<file path="src/rtl/gpio_serial_loader_pkg.sv">
// Shared definitions for the GPIO serial loader: FSM state encoding and default geometry.
package gpio_serial_loader_pkg;

    localparam int GPIO_CFG_WIDTH = 13;
    localparam int DEF_NPADS      = 19;
    localparam int DEF_WORD       = GPIO_CFG_WIDTH;
    localparam int DEF_CLKDIV     = 4;

    typedef enum logic [2:0] {
        ST_IDLE      = 3'd0,
        ST_FETCH     = 3'd1,
        ST_SHIFT_LO  = 3'd2,
        ST_SHIFT_HI  = 3'd3,
        ST_LOAD_WAIT = 3'd4,
        ST_LOAD_HI   = 3'd5
    } state_t;

endpackage

</file>
<file path="src/rtl/gpio_serial_loader_tick.sv">
// Half-period divider for the serial clock: one-cycle tick on the last clk of each half-period.
module gpio_serial_loader_tick #(
    parameter int CLKDIV = 4
) (
    input  logic clk,
    input  logic resetn,
    input  logic clear,
    output logic tick
);

    localparam int CW = (CLKDIV > 1) ? $clog2(CLKDIV) : 1;

    logic [CW-1:0] div_cnt_reg;

    assign tick = !clear && (div_cnt_reg == CW'(CLKDIV - 1));

    always_ff @(posedge clk or negedge resetn) begin
        if (!resetn) begin
            div_cnt_reg <= '0;
        end else if (clear || tick) begin
            div_cnt_reg <= '0;
        end else begin
            div_cnt_reg <= div_cnt_reg + CW'(1);
        end
    end

endmodule

</file>
<file path="src/rtl/gpio_serial_loader.sv">
// Loads both GPIO config shift chains from the housekeeping register file in one triggered
// transfer, and passes the bit-bang register straight through while idle.
module gpio_serial_loader
    import gpio_serial_loader_pkg::*;
#(
    parameter int NPADS  = DEF_NPADS,
    parameter int WORD   = DEF_WORD,
    parameter int CLKDIV = DEF_CLKDIV
) (
    input  logic            clk,
    input  logic            resetn,
    input  logic            xfer_start,
    output logic [4:0]      cfg_addr,
    input  logic [WORD-1:0] cfg_data_1,
    input  logic [WORD-1:0] cfg_data_2,
    input  logic            bb_enable,
    input  logic            bb_resetn,
    input  logic            bb_clock,
    input  logic            bb_load,
    input  logic            bb_data_1,
    input  logic            bb_data_2,
    output logic            busy,
    output logic            done,
    output logic            serial_clock,
    output logic            serial_load,
    output logic            serial_resetn,
    output logic            serial_data_1,
    output logic            serial_data_2
);

    state_t          state_reg, state_next;
    logic [4:0]      pad_cnt_reg, pad_cnt_next;
    logic [3:0]      bit_cnt_reg, bit_cnt_next;
    logic [4:0]      cfg_addr_reg, cfg_addr_next;
    logic [WORD-1:0] shreg_1_reg, shreg_1_next;
    logic [WORD-1:0] shreg_2_reg, shreg_2_next;
    logic            busy_reg, busy_next;
    logic            done_reg, done_next;
    logic            sclk_reg, sclk_next;
    logic            sload_reg, sload_next;
    logic            sdata_1_reg, sdata_1_next;
    logic            sdata_2_reg, sdata_2_next;
    logic            sresetn_reg;
    logic            tick;
    logic            tick_clear;
    logic            bb_sel;

    // Divider only runs inside timed phases, so every phase starts from a fresh count.
    assign tick_clear = (state_reg == ST_IDLE) || (state_reg == ST_FETCH);

    gpio_serial_loader_tick #(
        .CLKDIV (CLKDIV)
    ) u_tick (
        .clk    (clk),
        .resetn (resetn),
        .clear  (tick_clear),
        .tick   (tick)
    );

    always_comb begin
        state_next    = state_reg;
        pad_cnt_next  = pad_cnt_reg;
        bit_cnt_next  = bit_cnt_reg;
        cfg_addr_next = cfg_addr_reg;
        shreg_1_next  = shreg_1_reg;
        shreg_2_next  = shreg_2_reg;
        busy_next     = busy_reg;
        done_next     = 1'b0;
        sclk_next     = sclk_reg;
        sload_next    = sload_reg;
        sdata_1_next  = sdata_1_reg;
        sdata_2_next  = sdata_2_reg;
        case (state_reg)
            ST_IDLE: begin
                if (xfer_start && !bb_enable) begin
                    state_next    = ST_FETCH;
                    busy_next     = 1'b1;
                    pad_cnt_next  = 5'(NPADS - 1);
                    cfg_addr_next = 5'(NPADS - 1);
                end
            end
            ST_FETCH: begin
                shreg_1_next = cfg_data_1;
                shreg_2_next = cfg_data_2;
                bit_cnt_next = 4'(WORD - 1);
                sdata_1_next = cfg_data_1[WORD-1];
                sdata_2_next = cfg_data_2[WORD-1];
                sclk_next    = 1'b0;
                state_next   = ST_SHIFT_LO;
            end
            ST_SHIFT_LO: begin
                if (tick) begin
                    sclk_next  = 1'b1;
                    state_next = ST_SHIFT_HI;
                end
            end
            ST_SHIFT_HI: begin
                if (tick) begin
                    sclk_next = 1'b0;
                    if (bit_cnt_reg != 4'd0) begin
                        // MSB-first: the next bit is always just below the current MSB.
                        bit_cnt_next = bit_cnt_reg - 4'd1;
                        shreg_1_next = shreg_1_reg << 1;
                        shreg_2_next = shreg_2_reg << 1;
                        sdata_1_next = shreg_1_reg[WORD-2];
                        sdata_2_next = shreg_2_reg[WORD-2];
                        state_next   = ST_SHIFT_LO;
                    end else if (pad_cnt_reg != 5'd0) begin
                        pad_cnt_next  = pad_cnt_reg - 5'd1;
                        cfg_addr_next = pad_cnt_reg - 5'd1;
                        state_next    = ST_FETCH;
                    end else begin
                        sdata_1_next = 1'b0;
                        sdata_2_next = 1'b0;
                        state_next   = ST_LOAD_WAIT;
                    end
                end
            end
            ST_LOAD_WAIT: begin
                if (tick) begin
                    sload_next = 1'b1;
                    state_next = ST_LOAD_HI;
                end
            end
            ST_LOAD_HI: begin
                if (tick) begin
                    sload_next = 1'b0;
                    busy_next  = 1'b0;
                    done_next  = 1'b1;
                    state_next = ST_IDLE;
                end
            end
            default: begin
                state_next = ST_IDLE;
                busy_next  = 1'b0;
            end
        endcase
    end

    always_ff @(posedge clk or negedge resetn) begin
        if (!resetn) begin
            state_reg    <= ST_IDLE;
            pad_cnt_reg  <= '0;
            bit_cnt_reg  <= '0;
            cfg_addr_reg <= '0;
            shreg_1_reg  <= '0;
            shreg_2_reg  <= '0;
            busy_reg     <= 1'b0;
            done_reg     <= 1'b0;
            sclk_reg     <= 1'b0;
            sload_reg    <= 1'b0;
            sdata_1_reg  <= 1'b0;
            sdata_2_reg  <= 1'b0;
            sresetn_reg  <= 1'b0;
        end else begin
            state_reg    <= state_next;
            pad_cnt_reg  <= pad_cnt_next;
            bit_cnt_reg  <= bit_cnt_next;
            cfg_addr_reg <= cfg_addr_next;
            shreg_1_reg  <= shreg_1_next;
            shreg_2_reg  <= shreg_2_next;
            busy_reg     <= busy_next;
            done_reg     <= done_next;
            sclk_reg     <= sclk_next;
            sload_reg    <= sload_next;
            sdata_1_reg  <= sdata_1_next;
            sdata_2_reg  <= sdata_2_next;
            sresetn_reg  <= 1'b1;
        end
    end

    // Only combinational path: bit-bang bits straight to the chains while idle.
    assign bb_sel = (state_reg == ST_IDLE) && bb_enable;

    assign serial_clock  = bb_sel ? bb_clock  : sclk_reg;
    assign serial_load   = bb_sel ? bb_load   : sload_reg;
    assign serial_resetn = bb_sel ? bb_resetn : sresetn_reg;
    assign serial_data_1 = bb_sel ? bb_data_1 : sdata_1_reg;
    assign serial_data_2 = bb_sel ? bb_data_2 : sdata_2_reg;
    assign cfg_addr      = cfg_addr_reg;
    assign busy          = busy_reg;
    assign done          = done_reg;

endmodule

</file>
<file path="config.mk">
export PLATFORM = sky130hd
export DESIGN_NAME = gpio_serial_loader
export DESIGN_NICKNAME = d
export VERILOG_FILES = /design/src/rtl/gpio_serial_loader_pkg.sv /design/src/rtl/gpio_serial_loader_tick.sv /design/src/rtl/gpio_serial_loader.sv
export SDC_FILE = /design/constraint.sdc
export NUM_CORES = 1
export LEC_CHECK = 0
export ABC_AREA = 0
export CAP_MARGIN = 10
export CORE_ASPECT_RATIO = 0.6
export CORE_MARGIN = 10
export CORE_UTILIZATION = 25
export CTS_CLUSTER_SIZE = 20
export DETAILED_ROUTE_END_ITERATION = 8
export DONT_BUFFER_PORTS = 1
export GPL_ROUTABILITY_DRIVEN = 1
export PLACE_DENSITY_LB_ADDON = 0.08
export SLEW_MARGIN = 30
export SYNTH_ARGS = -nofsm -noshare
export SYNTH_HDL_FRONTEND = slang
export SYNTH_HIERARCHICAL = 1
export SYNTH_SLANG_ARGS = --single-unit
</file>
<file path="constraint.sdc">
create_clock -name clk -period 3.5 [get_ports clk]
set_clock_uncertainty 0.15 [all_clocks]
set_input_delay 0.7 -clock clk [delete_from_list [all_inputs] [get_ports clk]]
set_output_delay 0.7 -clock clk [all_outputs]
set_load 0.005 [all_outputs]
</file>
## After elaboration in Yosys (flattened, before gate mapping)

Cells that the tools add are included.

- $add $sub $neg: 3
- $mul: 0
- Divide/modulo/power cells: 0
- Order comparisons: 0
- Equality and inequality tests: 15
- Shift-type cells: 0
- Mux-type cells: 43
- Bitwise logic cells: 1
- Reductions and logical operators: 22

Operators with widths:

| kind | number |
|---|---|
| 12-bit 2-to-1 mux | 4 |
| 12-bit case mux with 2 select lines | 2 |
| 3-bit 2-to-1 mux | 7 |
| 5-bit 2-to-1 mux | 4 |
| 3-bit case mux with 6 select lines | 1 |
| 1-bit 2-to-1 mux | 15 |
| 3-bit AND reduction | 5 |
| 2-bit by 1-bit inequality test with 1-bit output, second input constant | 5 |
| 5-bit case mux with 2 select lines | 1 |
| 5-bit AND reduction | 2 |
| 4-bit 2-to-1 mux | 2 |
| 4-bit case mux with 2 select lines | 1 |
| 3-bit by 2-bit == test with 1-bit output, second input constant | 2 |
| 3-bit == test, second input constant | 2 |
| 2-bit inequality test, second input constant | 3 |
| 1-bit case mux with 2 select lines | 3 |
| 1-bit case mux with 3 select lines | 2 |
| 2-bit nonzero test | 3 |
| 5-bit nonzero test | 1 |
| 5-bit by 1-bit subtractor with 5-bit output, second input constant | 1 |
| 4-bit nonzero test | 1 |
| 4-bit OR reduction | 1 |
| 4-bit by 1-bit subtractor with 4-bit output, second input constant | 1 |
| 3-bit by 1-bit == test with 1-bit output, second input constant | 1 |
| 10 further kinds | 14 |

- Bits in registers: 45
- Bits in latches: 0
- Memory bits (writable): 0
- Bits in read-only memories: 0
- Input bits: 35
- Output and inout bits: 12
- Word-level logic and storage cells: 97
- Memories kept: 0

## Depth between registers and ports, before layout

Gate-level depths: netlist of run 1.

- Word-level depth: 6
- Depth in mapped cells: 10
- Depth with buffers taken out: 5

## By module

The synthesis of run 1 kept the hierarchy.

By module, submodules not included:

| module | instances | cells each | area an instance (µm²) |
|---|---|---|---|
| gpio_serial_loader | 1 | 191 | 2,298.5 |
| gpio_serial_loader_tick | 1 | 6 | 86.3 |

## Least setup slack after synthesis of run 1

Ideal clock, no wire load.

- Kind: reg2reg
- Start point: register state_reg[1]
- End point: register shreg_1_reg[10]
- Library setup time: 0.125 ns
- Arrival: 2.153 ns
- Slack: 1.073 ns
- Stages on the path, launching flop included: 10
- Path buffers: 4
- Cells stage by stage: dfrtp_1 buf_2 buf_1 nor2_1 nor2b_1 buf_2 and2b_1 nor3_4 buf_4 mux2_2

- Cells in the longest elaborated chain, start to end: 6
- Elaborated cells on any way between the ends: 11
- Classes of those cells: eq/ne (4); mux (1); reduce/logical (6)

RTL lines:

| what | RTL line | RTL |
|---|---|---|
| start, declared | gpio_serial_loader.sv:31 | `state_t state_reg, state_next;` |
| start signal, assigned | gpio_serial_loader.sv:156 | `state_reg <= state_next;` |
| 3-bit by 1-bit == test with 1-bit output or 3-bit logical NOT (tied branches) | gpio_serial_loader.sv:49 | `assign tick_clear = (state_reg == ST_IDLE) \|\| (state_reg == ST_FETCH);` |
| 1-bit logical OR * | gpio_serial_loader.sv:49 |  |
| net tick_clear | gpio_serial_loader.sv:45 | `logic tick_clear;` |
| 1-bit logical NOT * | gpio_serial_loader_tick.sv:15 | `assign tick = !clear && (div_cnt_reg == CW'(CLKDIV - 1));` |
| 1-bit logical AND * | gpio_serial_loader_tick.sv:15 |  |
| net tick | gpio_serial_loader.sv:44 | `logic tick;` |
| 2-bit by 1-bit inequality test with 1-bit output (no source line) * | - |  |
| 3-bit AND reduction (no source line) * | - |  |
| end signal, assigned | gpio_serial_loader.sv:160 | `shreg_1_reg <= shreg_1_next;` |
| end, declared | gpio_serial_loader.sv:35 | `logic [WORD-1:0] shreg_1_reg, shreg_1_next;` |

Mark *: on every way through the listed nets, which the timed path passes. The rest lies on a longest branch.
A chain may end at the register's enable or synchronous reset.

## Final worst setup path of run 1

- Start point: register state_reg[1]
- End point: output serial_data_1

- Cells in the longest elaborated chain, start to end: 3

RTL lines:

| what | RTL line | RTL |
|---|---|---|
| 3-bit logical NOT | gpio_serial_loader.sv:173 | `assign bb_sel = (state_reg == ST_IDLE) && bb_enable;` |
| 1-bit logical AND | gpio_serial_loader.sv:173 |  |
| 1-bit 2-to-1 mux | gpio_serial_loader.sv:178 | `assign serial_data_1 = bb_sel ? bb_data_1 : sdata_1_reg;` |
| end, declared | gpio_serial_loader.sv:27 | `output logic serial_data_1,` |

No other way between the ends.

==> impl_metrics.env, run 1 <==
export IMPL_syn_area_um2=2385
export IMPL_diodes=0
export IMPL_grt_total_usage_pct=8.258
export IMPL_place_ws_ns=0.7310
export IMPL_relSlewSlack_pct=53.06
export IMPL_areaGrowthSynthToFinish_pct=12.38
export IMPL_htreeDepth=2
export IMPL_fp_coreArea_um2=9223
export IMPL_dp_final_hpwl_um=3957
export IMPL_portBuffers=0
export IMPL_clkTransAtPathRegs_ns=0.06
export IMPL_setup_tns_ns=0
export IMPL_period_share_pct=81.02
export IMPL_grt_busiest_layer="met2"
export IMPL_syn_mean_instance_area_um2=12.11
export IMPL_layout_min_cycle_time_ns=2.836
export IMPL_ant_nets=0
export IMPL_place_congestion=0.7415
export IMPL_powerDensity_nw_per_um2=411.9
export IMPL_worst_slack_ns=0.6643
export IMPL_setup_viol=0
export IMPL_die_area_um2=13970
export IMPL_worstPathCellList="nor4b_2, mux2_2"
export IMPL_crit_path_end_kind="primary output"
export IMPL_start_kind="register"
export IMPL_r2r_end="shreg_1_reg[3]"
export IMPL_clk_latency_ns=0.28
export IMPL_synthCells=197
export IMPL_ctsResizeCount=0
export IMPL_r2r_start="state_reg[2]"
export IMPL_pin_count=47
export IMPL_cpPeakStageDelay_ns=0.70
export IMPL_hold_viol=0
export IMPL_synth_compound_area_share_pct=10.34
export IMPL_ys_types=46
export IMPL_clock_sinks=45
export IMPL_routed_wl_um=5603
export IMPL_grt_pass1_vias=1599
export IMPL_worstMarginPinSlew_ns=0.7010
export IMPL_max_cap_viol_count=0
export IMPL_min_path_type="in -> async"
export IMPL_viasPerCell=4.464
export IMPL_first_iter_violations=73
export IMPL_synth_simple_area_share_pct=15.11
export IMPL_syn_nets=235
export IMPL_leakage_nw=1.089
export IMPL_antenna_found_initial=1
export IMPL_die_h_um=95.66
export IMPL_max_freq_mhz=352.6
export IMPL_cts_tree="done"
export IMPL_yosysWarnings=6
export IMPL_use_met1_pct=11.09
export IMPL_seq_area_frac_synth_pct=47.22
export IMPL_use_met2_pct=11.86
export IMPL_slew_violations=0
export IMPL_ir_drop_mv=0.1434
export IMPL_rows=27
export IMPL_synthMuxAreaShare_pct=20.72
export IMPL_cp_max_fo=17
export IMPL_status="finished clean"
export IMPL_crit_type="reg -> out"
export IMPL_ys_ff_latch=45
export IMPL_fp_dieW_um=146.1
export IMPL_drive_gt1_share_pct=32.12
export IMPL_grt_max_degree=46
export IMPL_root_buffer="clkbuf_16"
export IMPL_overflow=0
export IMPL_synth_xor_area_share_pct=0.3673
export IMPL_dr_pass1_iters=4
export IMPL_nets=231
export IMPL_grtUsageMet3_pct=3.262
export IMPL_route_detailed_drc=0
export IMPL_cp_slowest_cell="nor4b_2"
export IMPL_cp_arrival_ns=1.99
export IMPL_synth_top_family_by_area="multiplexers"
export IMPL_n_fill_cell=945
export IMPL_dr_total_vias=1442
export IMPL_reg2reg_depth=6
export IMPL_wire_per_inst_um=17.35
export IMPL_start_util_pct=25.86
export IMPL_worstPathRequired_ns=2.65
export IMPL_cts_made_buffers=5
export IMPL_rsz0062_at_grt="false"
export IMPL_r2r_slack_ns=0.73
export IMPL_grt_pass1_wl_um=9066
export IMPL_synthAdderAreaFrac_pct=1.574
export IMPL_cts_buffer_depth=2
[Yosys cell counts, drive strengths merged]
| master | n | area (um^2) |
|---|---|---|
| ha | 3 | 37.54 |
| a21boi | 1 | 7.510 |
| o21ai | 10 | 50.05 |
| nand3b | 1 | 20.02 |
| nand4 | 3 | 18.77 |
| and4bb | 1 | 12.51 |
| buf | 10 | 58.80 |
| nand4b | 2 | 17.52 |
| nor4 | 2 | 12.51 |
| nand2 | 6 | 22.52 |
| o221a | 7 | 78.83 |
| mux2 | 37 | 424.2 |
| and4b | 1 | 10.01 |
| o221ai | 1 | 8.760 |
| nor2 | 4 | 15.01 |
| and2b | 1 | 7.510 |
| a41oi | 1 | 8.760 |
| a22o | 2 | 17.52 |
| xor2 | 1 | 8.760 |
| or3 | 2 | 12.51 |
| a211oi | 1 | 20.02 |
| dfrtp | 45 | 1126 |
| nor3 | 4 | 31.28 |
| nand3 | 1 | 5.000 |
| a31oi | 1 | 6.260 |
| mux2i | 7 | 70.07 |
| nor4b | 2 | 23.77 |
| o21bai | 1 | 7.510 |
| or4b | 2 | 23.77 |
| nor2b | 5 | 31.28 |
| inv | 8 | 30.03 |
| conb | 1 | 3.750 |
| nor3b | 4 | 40.03 |
| o22ai | 1 | 6.260 |
| nand2b | 9 | 56.30 |
| clkbuf | 5 | 18.77 |
| o2bb2ai | 4 | 35.03 |
[cell families after synthesis]
kind of cell / after synthesis
other: 1
and+or+nand+nor: 50
muxes: 44
AOI/OAI and AO/OA: 30
DFF: 45
xor gates and xnor gates: 1
adders and majority gates: 3
buffers and inverters: 23
[worst max-delay path, delay by kind of cell, from the launching register on]
| family | cells | cell delay (ns) |
|---|---|---|
| simple gates | 1 | 0.70 |
| flops | 1 | 0.58 |
| mux | 1 | 0.42 |
[placed cells by master (no fill, tap or decap), drive strengths merged, types with 2 or more instances in the layout]
cell and n:
nand2b 9, nor4 2, clkbuf 5, o2bb2ai 4
a22o 2, o21ai 10, nor2b 5, nand2 6
or4b 2, nand4 3, nor3b 4, ha 3
dfrtp 45, or3 2, mux2i 7, inv 8
buf 4, mux2 37, nor2 4, nor4b 2
o221a 7, nand4b 2, nor3 4
[per-layer routing]
metal / routed length, um / vias to the layer above
met5: 0 / -
met4: 65 / 0
met3: 281 / 5
met2: 2441 / 26
met1: 2813 / 705
li1: - / 706
[metrics by stage]
stage,power [mW],hold slack (ns),utilization [%],cell area (um^2),instances
floorplan,0.5693,0.2544,-,2385,197
global placement,0.5739,0.2570,27.02,2492,315
detailed placement,0.5747,0.2571,27.02,2492,315
CTS,1.128,0.1189,29.06,2680,323
global route,1.156,0.1091,29.06,2680,323
finish,1.104,0.09819,29.06,2680,323
[worst max path at each step]
stage,cells past startpoint,end,slack [ns],start
final,2,serial_data_1,0.66,state_reg[1]
after global routing,2,serial_data_2,0.46,state_reg[1]
after CTS,2,serial_clock,0.61,state_reg[1]
after detailed placement,6,shreg_1_reg[1],0.73,state_reg[2]
after global placement,6,shreg_1_reg[6],0.83,state_reg[2]
after floorplan,9,shreg_1_reg[10],1.07,state_reg[1]
[power by group]
| group | internal [mW] | switching, mW |
|---|---|---|
| Combinational | 0.0228 | 0.0172 |
| Sequential | 0.531 | 0.00712 |
| Clock | 0.332 | 0.194 |
[final cells by class]
type                    instances  area [um^2]  area share, %
repair buffers                  4        50.05          1.867
inverters                       8        30.03          1.120
flip-flops and latches         45         1126          42.02
multi-input cells             129         1151          42.95
well taps                     130        162.7          6.069
clock inverters                 2        35.03          1.307
clock buffers                   5        125.1          4.669
[what timing repair did]
| action | 4_1_cts | 5_1_grt |
|---|---|---|
| setup buffers | 0 | 0 |
| hold buffers | 1 | 0 |
| endpoints found under the setup margin | 0 | 0 |
| endpoints found under the hold margin | 45 | 0 |
Power figures use the tool's default switching activity.
==> inputs of run 2 (changes only) <==
==> constraint.sdc (replaced) <==
create_clock -name clk -period 2.4 [get_ports clk]
set_clock_uncertainty 0.15 [all_clocks]
set_input_delay 0.48 -clock clk [delete_from_list [all_inputs] [get_ports clk]]
set_output_delay 0.48 -clock clk [all_outputs]
set_load 0.005 [all_outputs]
==> run 2 against run 1 <==
Register-to-register slack worse by 0.46 ns. Design area rose by 3.6%. First-iteration DRC count grew 27%. Critical path depth rose by 2. Clock-buffer cell count unchanged. Core utilization grew 1.0 points. Power rose by 51%. Global-route usage is 0.19 points higher. Critical path type unchanged.
==> impl_metrics.env, run 2 (synthesized netlist as in run 1, its figures left out) <==
export IMPL_status="finished clean"
export IMPL_reg2reg_depth=5
export IMPL_layout_commonest_cell="dfrtp_1"
export IMPL_nets=240
export IMPL_root_buffer="clkbuf_16"
export IMPL_hold_viol=0
export IMPL_cts_made_buffers=5
export IMPL_clkTransAtPathRegs_ns=0.07
export IMPL_diodes=0
export IMPL_cts_buffer_depth=2
export IMPL_r2r_slack_ns=0.27
export IMPL_max_freq_mhz=435.2
export IMPL_cts_tree="done"
export IMPL_fp_coreArea_um2=9223
export IMPL_cp_arrival_ns=1.67
export IMPL_r2r_end="sdata_2_reg"
export IMPL_start_kind="register"
export IMPL_areaGrowthSynthToFinish_pct=16.42
export IMPL_leakage_nw=1.140
export IMPL_ir_drop_mv=0.2161
export IMPL_worstPathRequired_ns=1.77
export IMPL_final_cell_mix="44 x dfrtp_1, 34 x mux2_2, 10 x o21ai_0, 10 x buf_4, 9 x nand2b_1"
export IMPL_ant_nets=0
export IMPL_viasPerCell=4.544
export IMPL_layout_min_cycle_time_ns=2.298
export IMPL_clk_latency_ns=0.30
export IMPL_r2r_start="cfg_addr[0]"
export IMPL_rsz0062_at_grt="false"
export IMPL_antenna_found_initial=0
export IMPL_first_iter_violations=93
export IMPL_cp_max_fo=13
export IMPL_startpoint="state_reg[2]"
export IMPL_routed_wl_um=5630
export IMPL_min_path_type="in -> reg"
export IMPL_final_util_pct=30.10
export IMPL_dr_total_vias=1513
export IMPL_place_congestion=0.7186
export IMPL_clock_sinks=45
export IMPL_powerDensity_nw_per_um2=599.6
export IMPL_route_detailed_drc=0
export IMPL_htreeDepth=2
export IMPL_grt_pass1_vias=1595
export IMPL_max_cap_viol_count=0
export IMPL_total_power_mw=1.665
export IMPL_pin_count=47
export IMPL_endpoint="serial_resetn"
export IMPL_wire_per_inst_um=16.91
export IMPL_start_util_pct=25.86
export IMPL_period_share_pct=95.73
export IMPL_worst_slack_ns=0.1024
export IMPL_wl_met3_um=403
export IMPL_place_ws_ns=0.2762
export IMPL_grt_total_usage_pct=8.445
export IMPL_fp_dieW_um=146.1
export IMPL_portBuffers=0
export IMPL_slew_violations=0
export IMPL_drt_met1_wl_um=2812
export IMPL_setup_tns_ns=0
export IMPL_overflow=0
export IMPL_die_h_um=95.66
export IMPL_top_layer="met4"
export IMPL_drive_gt1_share_pct=35.47
export IMPL_rows=27
export IMPL_grt_pass1_wl_um=9273
export IMPL_setup_viol=0
export IMPL_die_area_um2=13970
export IMPL_dr_pass1_iters=4
export IMPL_dp_final_hpwl_um=4092
export IMPL_crit_path_end_kind="primary output"
export IMPL_wl_met2_um=2324
export IMPL_crit_type="reg -> out"
export IMPL_grt_max_degree=46
-- run 2: changes by cell type in the layout (fill, tap and decap cells not counted) --
cell / previous run / this run
buf_12: 0 / 1
buf_4: 3 / 10
clkinv_2: 1 / 0
dfrtp_1: 45 / 44
dfrtp_2: 0 / 1
dlygate4sd3_1: 0 / 1
inv_6: 0 / 2
-- run 2: where the power goes --
group	leakage, nW	switching [mW]	internal [mW]
registers	0.560	0.0110	0.774
logic	0.495	0.0266	0.0343
clock network	0.0848	0.320	0.499
total	1.14	0.357	1.31
-- run 2: final cells by class --
class | count | area [um^2]
clock buffer | 5 | 125.1
clock inverter | 3 | 47.55
fill | 938 | 6446
inverter | 8 | 30.03
multi-input combinational | 129 | 1151
sequential | 45 | 1127
tap | 130 | 162.7
timing repair buffer | 13 | 132.6
-- run 2: per-layer routing --
layer	vias to the layer above	GRT usage (%)
li1	725	-
met3	8	3.735
met4	0	3.234
met1	749	11.31
met2	31	11.63
met5	-	0
-- run 2: worst min-delay path by stage --
stage	start	to	depth (start not counted)
floorplan	resetn	bit_cnt_reg[0]	0
global placement	resetn	cfg_addr[2]	0
detailed placement	resetn	cfg_addr[2]	0
CTS	cfg_data_1[0]	shreg_1_reg[0]	1
global route	cfg_data_1[0]	shreg_1_reg[0]	1
finish	cfg_data_2[0]	shreg_2_reg[0]	1
-- run 2: repair_timing --
| item | in CTS | in global routing |
|---|---|---|
| setup buffers | 0 | 2 |
| endpoints found under the hold margin | 45 | 0 |
| setup endpoints to repair | 0 | 4 |
| gates resized for setup | 0 | 1 |
| hold buffers | 2 | 0 |
-- run 2: worst max-delay path: stages, from the launching register on --
cell and delay [ns]:
dfrtp_2 0.44, buf_4 0.19, nor4b_2 0.21, buf_4 0.19, mux2_2 0.35
-- run 2: through the flow --
stage          instances  area, um^2  hold slack (ns)
3_3_place_gp         321        2550          0.03705
2_1_floorplan        197        2387          0.03441
3_5_place_dp         321        2550          0.03749
6_report             333        2776           0.1593
4_1_cts              331        2760           0.1521
5_1_grt              333        2776           0.1569
==> inputs of run 3 (changes only) <==
--- a/config.mk
+++ b/config.mk
@@ -14,6 +14,7 @@
 export DETAILED_ROUTE_END_ITERATION = 8
 export DONT_BUFFER_PORTS = 1
 export GPL_ROUTABILITY_DRIVEN = 1
+export HOLD_SLACK_MARGIN = 0.12
 export PLACE_DENSITY_LB_ADDON = 0.08
 export SLEW_MARGIN = 30
 export SYNTH_ARGS = -nofsm -noshare
==> constraint.sdc (replaced) <==
create_clock -name clk -period 1.9 [get_ports clk]
set_clock_uncertainty 0.15 [all_clocks]
set_input_delay 0.38 -clock clk [delete_from_list [all_inputs] [get_ports clk]]
set_output_delay 0.38 -clock clk [all_outputs]
set_load 0.005 [all_outputs]
==> run 3 against run 2 <==
The flow now finishes with violations (negative setup slack). Design area is 20% higher. Cell count rose by 13%. Flip-flop and latch count stayed put. Core utilization rose by 5.9 points. Non-clock buffer count is 41 higher. Die area is the same. Register-to-register slack got worse by 0.47 ns. Global-route usage is 1.1 points higher. Wire length up 16%. Hold slack improved by 0.015 ns. Critical path type unchanged.
==> impl_metrics.env, run 3 (synthesized netlist as in run 1, its figures left out) <==
export IMPL_endpoint="serial_data_1"
export IMPL_r2r_slack_ns=-0.20
export IMPL_cts_buffer_depth=2
export IMPL_dp_final_hpwl_um=4542
export IMPL_hold_viol=0
export IMPL_worstPathCellList="buf_6, nor4b_4, buf_6, mux2_4"
export IMPL_swShare_pct=22.34
export IMPL_grt_pass1_vias=1827
export IMPL_hp_start="bb_enable"
export IMPL_reg2reg_depth=8
export IMPL_dp_cells=347
export IMPL_power_frac_clock_pct=44.6
export IMPL_register_area_um2=1127
export IMPL_cpPeakStageDelay_ns=0.39
export IMPL_root_buffer="clkbuf_16"
export IMPL_p_seq_share_pct=50.7
export IMPL_start_kind="register"
export IMPL_viasPerCell=4.605
export IMPL_grt_pass1_wl_um=10560
export IMPL_final_cell_area_um2=3322
export IMPL_antenna_found_initial=0
export IMPL_htreeDepth=2
export IMPL_n_fill_cell=888
export IMPL_clk_latency_ns=0.29
export IMPL_p_comb_share_pct=4.7
export IMPL_fp_coreArea_um2=9223
export IMPL_r2r_start="state_reg[2]"
export IMPL_drive_gt1_share_pct=51.23
export IMPL_cp_arrival_ns=1.63
export IMPL_worstPathRequired_ns=1.37
export IMPL_clock_sinks=45
export IMPL_status="finished with violations"
export IMPL_clkTransAtPathRegs_ns=0.06
export IMPL_portBuffers=0
export IMPL_max_freq_mhz=463.1
export IMPL_fp_dieW_um=146.1
export IMPL_switchingPower_mw=0.4373
export IMPL_grt_max_degree=46
export IMPL_setup_viol=33
export IMPL_period_share_pct=113.6
export IMPL_place_area_um2=2844
export IMPL_rsz0062_at_grt="true"
export IMPL_die_area_um2=13970
export IMPL_grt_total_usage_pct=9.553
export IMPL_cts_tree="done"
export IMPL_total_power_mw=1.957
export IMPL_leakage_nw=1.380
export IMPL_violations="negative setup slack"
export IMPL_cp_max_fo=5
export IMPL_dr_total_vias=1727
export IMPL_pin_count=47
export IMPL_powerDensity_nw_per_um2=589.2
export IMPL_min_path_type="in -> reg"
export IMPL_layoutNonFillerInstCount=375
export IMPL_route_detailed_drc=0
export IMPL_hold_depth=3
export IMPL_layout_commonest_cell="dfrtp_1"
export IMPL_multi_input_area_um2=1339
export IMPL_cp_slowest_cell="dfrtp_1"
export IMPL_final_cell_mix="44 x dfrtp_1, 39 x buf_4, 27 x mux2_2"
export IMPL_overflow=0
export IMPL_die_h_um=95.66
export IMPL_startpoint="state_reg[2]"
export IMPL_ant_nets=0
export IMPL_rows=27
export IMPL_wire_per_inst_um=17.45
export IMPL_cp_common_cell="buf_6"
export IMPL_p_int_mw=1.520
export IMPL_crit_path_end_kind="primary output"
export IMPL_routed_wl_um=6543
export IMPL_cts_made_buffers=5
export IMPL_worst_slack_ns=-0.2592
export IMPL_start_util_pct=25.86
export IMPL_first_iter_violations=96
export IMPL_slew_violations=0
export IMPL_max_cap_viol_count=0
export IMPL_final_util_pct=36.02
export IMPL_place_congestion=0.7669
export IMPL_ir_drop_mv=0.2341
export IMPL_crit_type="reg -> out"
export IMPL_r2r_end="shreg_2_reg[9]"
export IMPL_nets=281
export IMPL_areaGrowthSynthToFinish_pct=39.30
export IMPL_dr_pass1_iters=4
export IMPL_layout_min_cycle_time_ns=2.159
==> run 3: worst max-delay path, delay by kind of cell, from the launching register on <==
kind	cells	cell delay, ns
AND/OR/NAND/NOR	1	0.33
multiplexers	1	0.31
buffers and inverters	2	0.31
flip-flops	1	0.39
==> run 3: power by group through the flow <==
stage               registers [mW]  logic (mW)  clock network [mW]
global route                 0.994       0.102               0.954
finish                       0.992      0.0916               0.874
detailed placement            1.01      0.0576                   0
floorplan                     1.01      0.0469                   0
global placement              1.01      0.0570                   0
CTS                          0.992      0.0944               0.905
==> run 3: worst min-delay path by stage <==
stage                      to  slack, ns
6_report                 busy       0.17
3_5_place_dp      cfg_addr[3]      -0.06
3_3_place_gp      cfg_addr[4]      -0.06
5_1_grt        shreg_2_reg[5]       0.20
2_1_floorplan  bit_cnt_reg[0]      -0.07
4_1_cts                  busy       0.17
==> run 3: repair_timing <==
item | CTS | global route
cloned | 1 | 0
endpoints found under the setup margin | 35 | 37
endpoints found under the hold margin | 47 | 0
setup buffers | 12 | 2
hold buffers | 4 | 0
pin swaps | 4 | 3
resized for setup | 25 | 11
==> run 3: area by class of cell <==
type	instances	area share, %
clock inverter	2	0.4520
antenna	1	0.07533
inverter	8	0.9040
tap	130	4.896
clock buffer	6	3.879
sequential	45	33.94
timing repair buffer	54	15.56
multi-input combinational	129	40.30
==> run 3: layer usage <==
metal / vias up / share of wire, % / wire (um) / GRT usage [%]
met2: 30 / 43 / 2791 / 13.98
met3: 10 / 7.1 / 464 / 4.350
met5: - / 0 / 0 / 0
met1: 863 / 49 / 3199 / 12.35
li1: 824 / - / - / -
met4: 0 / 1.3 / 87 / 2.985
==> run 3: stage by stage <==
step                setup WS (ns)  TNS (ns)  hold WS, ns
floorplan                 -0.3344    -5.910     -0.06559
global placement          -0.1600    -2.267     -0.06281
detailed placement        -0.1420    -3.552     -0.06275
global route              -0.3342    -8.076       0.2040
CTS                       -0.2730    -2.875       0.1667
finish                    -0.2592    -5.333       0.1742
